[config.mk]
export PLATFORM = sky130hd
export DESIGN_NAME = demux5_reg
export DESIGN_NICKNAME = d
export VERILOG_FILES = /design/src/rtl/demux5_reg.sv
export SDC_FILE = /design/constraint.sdc
export NUM_CORES = 1
export LEC_CHECK = 0
export CAP_MARGIN = 20
export CORE_UTILIZATION = 46
export DETAILED_ROUTE_END_ITERATION = 6
export GPL_TIMING_DRIVEN = 0
export PLACE_DENSITY = 0.8
export SETUP_SLACK_MARGIN = 0.1
export SLEW_MARGIN = 20
export SYNTH_ARGS = -nofsm -noshare
export SYNTH_HDL_FRONTEND = slang
export SYNTH_SLANG_ARGS = --single-unit
[constraint.sdc]
create_clock -name clk -period 2.1 [get_ports clk]
set_input_delay 0.525 -clock clk [delete_from_list [all_inputs] [get_ports clk]]
set_output_delay 0.525 -clock clk [all_outputs]
set_load 0.005 [all_outputs]
[src/rtl/demux5_reg.sv]
// Routes each input beat to one of five single-entry register slots; 1-cycle latency, 1 beat/cycle per lane.
// in_ready drops only when the chosen slot is full and not popping; illegal selects are always taken and counted.
module demux5_reg #(
  parameter int W = 8
) (
  input  logic           clk,
  input  logic           rst_n,
  input  logic           in_valid,
  output logic           in_ready,
  input  logic [W-1:0]   in_data,
  input  logic [2:0]     in_sel,
  output logic [4:0]     out_valid,
  input  logic [4:0]     out_ready,
  output logic [5*W-1:0] out_data,
  input  logic           drop_clr,
  output logic [7:0]     drop_cnt
);

  logic [4:0]   full;
  logic [W-1:0] data [5];
  logic [4:0]   lane_rdy;
  logic [4:0]   acc;
  logic         sel_legal;
  logic         drop_acc;

  assign sel_legal = (in_sel < 3'd5);
  assign lane_rdy  = ~full | out_ready;
  assign drop_acc  = in_valid && !sel_legal;

  always_comb begin
    in_ready = 1'b1;
    acc      = '0;
    for (int k = 0; k < 5; k++) begin
      if (in_sel == 3'(k)) begin
        in_ready = lane_rdy[k];
        acc[k]   = in_valid && lane_rdy[k];
      end
    end
  end

  // An accept wins over a same-cycle pop, keeping the slot full at full rate.
  always_ff @(posedge clk or negedge rst_n) begin
    if (!rst_n) begin
      full <= '0;
      for (int k = 0; k < 5; k++) data[k] <= '0;
    end else begin
      for (int k = 0; k < 5; k++) begin
        if (acc[k]) begin
          full[k] <= 1'b1;
          data[k] <= in_data;
        end else if (full[k] && out_ready[k]) begin
          full[k] <= 1'b0;
        end
      end
    end
  end

  always_ff @(posedge clk or negedge rst_n) begin
    if (!rst_n) begin
      drop_cnt <= '0;
    end else if (drop_clr) begin
      drop_cnt <= drop_acc ? 8'd1 : 8'd0;
    end else if (drop_acc && drop_cnt != 8'hFF) begin
      drop_cnt <= drop_cnt + 8'd1;
    end
  end

  assign out_valid = full;

  always_comb begin
    out_data = '0;
    for (int k = 0; k < 5; k++) out_data[k*W +: W] = data[k];
  end

endmodule
==> flow_results.xml, run 1 <==
<?xml version="1.0" encoding="UTF-8"?>
<metrics>
  <group name="status">
    <metric name="status" unit="">finished, final reports clean</metric>
  </group>
  <group name="cts">
    <metric name="cts.hold.buffers_added" unit="">0</metric>
    <metric name="clock_latency" unit="ps">300</metric>
    <metric name="cts_buffers" unit="">5</metric>
    <metric name="clock_sinks" unit="">53</metric>
    <metric name="tritoncts" unit="">yes</metric>
    <metric name="clockRootBuffer" unit="">clkbuf_8</metric>
    <metric name="clk_transition_reported_paths" unit="ps">90</metric>
    <metric name="clock_tree.buffer_depth" unit="">2</metric>
    <metric name="htree_num_levels" unit="">2</metric>
  </group>
  <group name="pwr">
    <metric name="power.total" unit="mW">2.55</metric>
    <metric name="power.density" unit="nW/um2">784</metric>
    <metric name="ir_drop" unit="mV">0.653</metric>
    <metric name="p_leak" unit="nW">1.41</metric>
  </group>
  <group name="logic_synthesis">
    <metric name="net_count_of_the_mapped_netlist" unit="">187</metric>
    <metric name="synth_largest_type_area_fraction" unit="">0.571</metric>
    <metric name="post_synth_edffs" unit="">0</metric>
    <metric name="library_cell_with_the_largest_summed_area_after_synthesis" unit="">dfrtp_1</metric>
    <metric name="synth_seq_area_share" unit="">0.571</metric>
    <metric name="post_synth_num_cell_types" unit="">37</metric>
    <metric name="synth-seq-cells" unit="">53</metric>
    <metric name="synth_async_sr_flop_share" unit="">1.00</metric>
    <metric name="warning_count_from_the_yosys_run" unit="">0</metric>
    <metric name="synthFlopType" unit="">dfrtp_1</metric>
    <metric name="synth_area_leaders" unit="">dfrtp_1 57%, mux2_2 19%, nand2b_1 1.6%</metric>
    <metric name="synthCells" unit="">166</metric>
    <metric name="syn_avg_cell_area" unit="um2">14.0</metric>
    <metric name="post_synth_instance_area" unit="um2">2320</metric>
  </group>
  <group name="worst_setup_path">
    <metric name="timing.rr.start" unit="">drop_cnt[0]$_DFFE_PN0P_</metric>
    <metric name="end_kind" unit="">output port</metric>
    <metric name="worst-endpoint-arrival" unit="ps">1570</metric>
    <metric name="critPathRequiredTime" unit="ps">1570</metric>
    <metric name="critical_path_class" unit="">primary input to output port</metric>
    <metric name="critical_path.max_fanout" unit="">2</metric>
    <metric name="r2r_slack" unit="ps">540</metric>
    <metric name="crit_path_start_kind" unit="">primary input</metric>
    <metric name="worstReg2RegEnd" unit="">drop_cnt[1]$_DFFE_PN0P_</metric>
    <metric name="r2r_cells" unit="">4</metric>
  </group>
  <group name="drt">
    <metric name="drt_iter0_drc" unit="">130</metric>
    <metric name="routed_wire_length_per_instance" unit="um">15.9</metric>
    <metric name="remaining_drc_errors" unit="">0</metric>
    <metric name="vias" unit="">1645</metric>
    <metric name="drtPass1Iterations" unit="">4</metric>
    <metric name="drtAntennaViolNets" unit="">0</metric>
    <metric name="detail_route.vias_per_cell" unit="">5.19</metric>
    <metric name="postRouteWirelength" unit="um">5060</metric>
  </group>
  <group name="cells_and_area">
    <metric name="fin_nets" unit="">270</metric>
    <metric name="antennaDiodeCount" unit="">0</metric>
    <metric name="layout-area-overhead-vs-synth" unit="%">39.7</metric>
    <metric name="leading_cell_types_in_the_layout_fill_and_taps_excluded" unit="">63 x clkdlybuf4s50_1, 53 x dfrtp_1, 40 x mux2_2, 9 x buf_4</metric>
    <metric name="final_common_cell" unit="">clkdlybuf4s50_1</metric>
    <metric name="drive_gt1_frac" unit="">0.288</metric>
  </group>
  <group name="floorplan">
    <metric name="initial_cell_density_of_the_core" unit="">0.486</metric>
    <metric name="floorplan.core_area" unit="um2">4790</metric>
    <metric name="floorplan.die_area" unit="um2">5340</metric>
    <metric name="rows" unit="">25</metric>
    <metric name="pin_count" unit="">74</metric>
    <metric name="die_width" unit="um">73.1</metric>
    <metric name="die_h" unit="um">73.1</metric>
  </group>
  <group name="global_routing">
    <metric name="grt_max_degree" unit="">54</metric>
    <metric name="antenna_found_initial" unit="">0</metric>
    <metric name="globalRoute.totalOverflow" unit="">0</metric>
    <metric name="grt_first_pass_wirelength" unit="um">8230</metric>
    <metric name="track_usage" unit="">0.210</metric>
    <metric name="number_of_global_route_vias_before_repair" unit="">1634</metric>
  </group>
  <group name="sta">
    <metric name="finalWorstPathRequiredPeriod" unit="ps">2100</metric>
    <metric name="highest_achievable_clock_rate" unit="MHz">477</metric>
    <metric name="finalSetupViolations" unit="">0</metric>
    <metric name="worst_skew" unit="ps">1.62</metric>
    <metric name="tns" unit="ps">0</metric>
    <metric name="final_hold_violations" unit="">0</metric>
    <metric name="relSlewSlack" unit="">0.561</metric>
    <metric name="timing_worst_slew_pin_value" unit="ps">659</metric>
    <metric name="slew_viol_final" unit="">0</metric>
    <metric name="final.period_utilization" unit="">0.998</metric>
    <metric name="grt_setup_unrepaired" unit="">true</metric>
  </group>
  <group name="place">
    <metric name="dp_hpwl" unit="um">3450</metric>
    <metric name="portBuffers" unit="">69</metric>
    <metric name="gp_congestion" unit="">0.796</metric>
  </group>
  <group name="flow_run">
    <metric name="maxCapViolations" unit="">0</metric>
  </group>
  <group name="hold_path">
    <metric name="hp-class" unit="">primary input to asynchronous set/reset pin</metric>
  </group>
</metrics>
-- routing by layer --
metal	part of all wire	wire, um	track usage
met4	0.018	91	0.0784
met2	0.47	2390	0.321
met5	0	0	0
met1	0.44	2210	0.275
met3	0.074	373	0.0746
-- where the power goes --
part / switching [mW] / internal (mW) / total [mW]
registers: 0.0934 / 1.20 / 1.29
clock network: 0.328 / 0.235 / 0.563
logic: 0.209 / 0.481 / 0.690
total: 0.630 / 1.92 / 2.55
-- kinds of logic after synthesis --
kind of cell,share of synthesized area
multiplexers,0.214
AND/OR/NAND/NOR,0.136
buffers and inverters,0.0248
adder cells (fa/ha/maj),0.00538
AO/OA/AOI/OAI,0.0501
flip-flops,0.571
-- critical path: stages --
cell,delay (ps)
dlygate4sd2_1,270
nor2b_4,60
mux4_2,460
mux2i_1,130
buf_2,130
-- per-stage QoR --
step | hold WS, ps | cell area, um2 | std cells | utilization | worst slack (ps)
detailed placement | 495 | 3100 | 302 | 0.647 | -665
floorplan | 229 | 2320 | 166 | - | 172
global placement | 487 | 3100 | 302 | 0.648 | -1060
finish | 232 | 3250 | 317 | 0.678 | 4.76
global route | 293 | 3250 | 317 | 0.678 | -46.8
CTS | 260 | 3230 | 315 | 0.675 | 18.6
-- Yosys cell counts, types with 2 or more instances --
library cell	number
a211oi_1	2
a21oi_1	4
a31oi_1	2
a41oi_1	2
and3_1	3
and4_1	3
and4b_1	3
buf_6	3
dfrtp_1	53
mux2_2	40
mux2i_1	2
nand2_1	6
nand2b_1	6
nand3_2	2
nor2b_1	6
nor2b_4	2
nor3_1	5
nor4_1	2
or2_2	2
-- repair_timing --
| action | in CTS | in global routing |
|---|---|---|
| endpoints found under the setup margin | 1 | 1 |
| gates resized for setup | 15 | 0 |
| buffers inserted | 5 | 2 |
| cloned | 0 | 0 |
-- final cells by class --
type | instances | area [um2]
clock inverter | 2 | 15.0
buffer | 7 | 53.8
sequential | 53 | 1330
tap | 67 | 83.8
multi-input combinational | 105 | 960
timing repair buffer | 76 | 732
inverter | 1 | 3.75
fill | 378 | 1540
clock buffer | 6 | 72.6
-- flip-flops by register name (all words and copies together) (netlist names) --
register,cells
drop_cnt,8
out_data,40
out_valid,5
-- worst max-delay path by stage --
stage                              from                  endpoint  slack [ps]  depth (start not counted)
4_1_cts        out_valid[2]$_DFFE_PN0P_                  in_ready          20                          4
6_report                   out_ready[1]                  in_ready           5                          5
3_5_place_dp               out_ready[1]                  in_ready        -660                          5
5_1_grt        out_valid[3]$_DFFE_PN0P_                  in_ready         -50                          4
3_3_place_gp                      rst_n  out_data[15]$_DFFE_PN0P_       -1060                          1
2_1_floorplan                 in_sel[0]                  in_ready         170                          3
Note: power is estimated with default switching activity, not from simulation.
==> inputs of run 2 (changes only) <==
CORE_UTILIZATION = 49   (was 46)
CTS_CLUSTER_DIAMETER = 60   (was unset)
PLACE_DENSITY = 0.84   (was 0.8)
clock period = 2.5 ns   (was 2.1 ns; I/O delays follow)
==> run 2 against run 1 <==
Net effect:
- the run now ends with design-rule violations left
- register-to-register slack better by 380 ps
- via count is 1.2% higher
- global-route usage is 1.4 points higher
- largest cell class unchanged
- clock power is 20% higher
==> flow_results.xml, run 2 (same netlist as run 1, synthesis figures left out) <==
<?xml version="1.0" encoding="UTF-8"?>
<metrics>
  <group name="cells_and_area">
    <metric name="antennaDiodeCount" unit="">0</metric>
    <metric name="leading_cell_types_in_the_layout_fill_and_taps_excluded" unit="">63 x clkdlybuf4s50_1, 53 x dfrtp_1, 40 x mux2_2, 6 x nand2b_1, 6 x nand2_1</metric>
    <metric name="layout-area-overhead-vs-synth" unit="%">37.8</metric>
    <metric name="largest_register_ff_count" unit="">40</metric>
    <metric name="final_common_cell" unit="">clkdlybuf4s50_1</metric>
    <metric name="drive_gt1_frac" unit="">0.267</metric>
    <metric name="fin_cells" unit="">295</metric>
    <metric name="fin_nets" unit="">263</metric>
  </group>
  <group name="place">
    <metric name="numPlacedInstances" unit="">287</metric>
    <metric name="portBuffers" unit="">69</metric>
    <metric name="dp_slack" unit="ps">-485</metric>
    <metric name="dp_hpwl" unit="um">3620</metric>
    <metric name="gp_congestion" unit="">0.792</metric>
  </group>
  <group name="sta">
    <metric name="relSlewSlack" unit="">0.566</metric>
    <metric name="final.period_utilization" unit="">0.918</metric>
    <metric name="finalSetupViolations" unit="">0</metric>
    <metric name="timing_worst_slew_pin_value" unit="ps">652</metric>
    <metric name="layout_setup_ws" unit="ps">204</metric>
    <metric name="highest_achievable_clock_rate" unit="MHz">436</metric>
    <metric name="hold_slack" unit="ps">325</metric>
    <metric name="tns" unit="ps">0</metric>
    <metric name="slew_viol_final" unit="">0</metric>
    <metric name="worst_skew" unit="ps">11.2</metric>
    <metric name="finalWorstPathRequiredPeriod" unit="ps">2300</metric>
    <metric name="grt_setup_unrepaired" unit="">false</metric>
    <metric name="final_hold_violations" unit="">0</metric>
  </group>
  <group name="cts">
    <metric name="clock_tree.buffer_depth" unit="">2</metric>
    <metric name="post_cts.repair.setup_buffers" unit="">0</metric>
    <metric name="cts.hold.buffers_added" unit="">0</metric>
    <metric name="htree_num_levels" unit="">2</metric>
    <metric name="tritoncts" unit="">yes</metric>
    <metric name="clk_transition_reported_paths" unit="ps">100</metric>
    <metric name="clock_latency" unit="ps">310</metric>
    <metric name="cts_buffers" unit="">5</metric>
    <metric name="clockRootBuffer" unit="">clkbuf_8</metric>
    <metric name="clock_sinks" unit="">53</metric>
    <metric name="ctsResizeCount" unit="">11</metric>
  </group>
  <group name="hold_path">
    <metric name="hp-class" unit="">primary input to asynchronous set/reset pin</metric>
  </group>
  <group name="global_routing">
    <metric name="number_of_global_route_vias_before_repair" unit="">1714</metric>
    <metric name="grt_first_pass_wirelength" unit="um">8480</metric>
    <metric name="antenna_found_initial" unit="">0</metric>
    <metric name="grt_max_degree" unit="">54</metric>
    <metric name="globalRoute.totalOverflow" unit="">0</metric>
    <metric name="track_usage" unit="">0.224</metric>
  </group>
  <group name="status">
    <metric name="status" unit="">finished with violations</metric>
    <metric name="failed_checks" unit="">design-rule violations</metric>
  </group>
  <group name="drt">
    <metric name="drt_iter0_drc" unit="">75</metric>
    <metric name="drtPass1Iterations" unit="">7</metric>
    <metric name="detail_route.vias_per_cell" unit="">5.64</metric>
    <metric name="vias" unit="">1665</metric>
    <metric name="routed_wire_length_per_instance" unit="um">17.7</metric>
    <metric name="remaining_drc_errors" unit="">2</metric>
    <metric name="postRouteWirelength" unit="um">5230</metric>
    <metric name="drtAntennaViolNets" unit="">0</metric>
  </group>
  <group name="floorplan">
    <metric name="die_h" unit="um">70.9</metric>
    <metric name="rows" unit="">24</metric>
    <metric name="pin_count" unit="">74</metric>
    <metric name="floorplan.core_area" unit="um2">4440</metric>
    <metric name="initial_cell_density_of_the_core" unit="">0.523</metric>
    <metric name="floorplan.die_area" unit="um2">5020</metric>
    <metric name="die_width" unit="um">70.9</metric>
  </group>
  <group name="worst_setup_path">
    <metric name="crit_path_cell_trace" unit="">clkbuf_2 -&gt; mux4_2 -&gt; mux2i_1 -&gt; buf_2</metric>
    <metric name="crit_path_start_kind" unit="">primary input</metric>
    <metric name="worst-endpoint-arrival" unit="ps">1670</metric>
    <metric name="r2r_slack" unit="ps">920</metric>
    <metric name="slowest_delay" unit="ps">530</metric>
    <metric name="timing.critical_path.max_delay_family" unit="">multiplexers</metric>
    <metric name="critical_path_class" unit="">primary input to output port</metric>
    <metric name="timing.rr.start" unit="">drop_cnt[0]$_DFFE_PN0P_</metric>
    <metric name="critPathRequiredTime" unit="ps">1880</metric>
    <metric name="r2r_cells" unit="">4</metric>
    <metric name="critical_path.max_fanout" unit="">8</metric>
    <metric name="critical_path.n_buffers_inverters" unit="">2</metric>
    <metric name="slowest_stage" unit="">mux4_2</metric>
    <metric name="end_kind" unit="">output port</metric>
    <metric name="worstReg2RegEnd" unit="">drop_cnt[1]$_DFFE_PN0P_</metric>
  </group>
  <group name="pwr">
    <metric name="p_leak" unit="nW">1.40</metric>
    <metric name="switching_power_as_a_share_of_total_power" unit="">0.230</metric>
    <metric name="relative_contribution_of_sequential_cells_to_total_power" unit="">0.465</metric>
    <metric name="clock_power_share" unit="">0.289</metric>
    <metric name="logic_gate_share_of_total_power" unit="">0.246</metric>
    <metric name="power.density" unit="nW/um2">731</metric>
    <metric name="ir_drop" unit="mV">0.479</metric>
    <metric name="p_sw" unit="mW">0.539</metric>
    <metric name="internal_power" unit="mW">1.80</metric>
  </group>
  <group name="flow_run">
    <metric name="maxCapViolations" unit="">0</metric>
  </group>
</metrics>
## run 2: cell count changes in the layout (fill, tap and decap cells not counted), moves of 2 or more
cell        delta
clkinvlp_4     -2
nor2b_4        -3
bufinv_16      +2
buf_4          -7
nor2b_2        +2
## run 2: worst register-to-register path, stage by stage (launching register included)
cell      delay [ps]
dfrtp_1          450
ha_1             330
and3_1           220
a21boi_0         290
mux2i_1          220
## run 2: worst max path at each step
stage / from / slack (ps) / to / cells past startpoint
4_1_cts: in_sel[0] / 200 / in_ready / 4
6_report: in_sel[0] / 200 / in_ready / 4
3_5_place_dp: out_ready[1] / -490 / in_ready / 5
2_1_floorplan: in_sel[0] / 370 / in_ready / 3
5_1_grt: out_ready[4] / 150 / in_ready / 5
3_3_place_gp: rst_n / -760 / out_data[31]$_DFFE_PN0P_ / 1
## run 2: metrics by stage
stage / util / instance area [um2] / total power [mW]
final: 0.721 / 3200 / 2.34
after global routing: 0.721 / 3200 / 2.44
after detailed placement: 0.693 / 3080 / 1.68
after CTS: 0.721 / 3200 / 2.36
after global placement: 0.693 / 3080 / 1.66
after floorplan: - / 2320 / 1.28
## run 2: layout make-up
| cell class | count | area [um2] |
|---|---|---|
| fillers | 327 | 1240 |
| multi-input cells | 105 | 942 |
| clock inverters | 3 | 65.1 |
| clock buffers | 5 | 68.8 |
| repair buffers | 69 | 678 |
| plain buffers | 7 | 53.8 |
| flip-flops and latches | 53 | 1330 |
| inverters | 1 | 3.75 |
| well taps | 52 | 65.1 |
## run 2: metal layers
layer,vias up,wire length [um],GRT usage
li1,757,-,-
met1,838,2110,0.253
met2,66,2670,0.399
met3,4,400,0.0798
met4,0,53,0.0711
met5,-,0,0
## run 2: power groups by stage
stage,Combinational [mW],Clock [mW],Sequential [mW]
3_5_place_dp,0.580,0,1.10
4_1_cts,0.584,0.683,1.09
2_1_floorplan,0.170,0,1.11
3_3_place_gp,0.565,0,1.10
5_1_grt,0.615,0.713,1.11
6_report,0.576,0.678,1.09
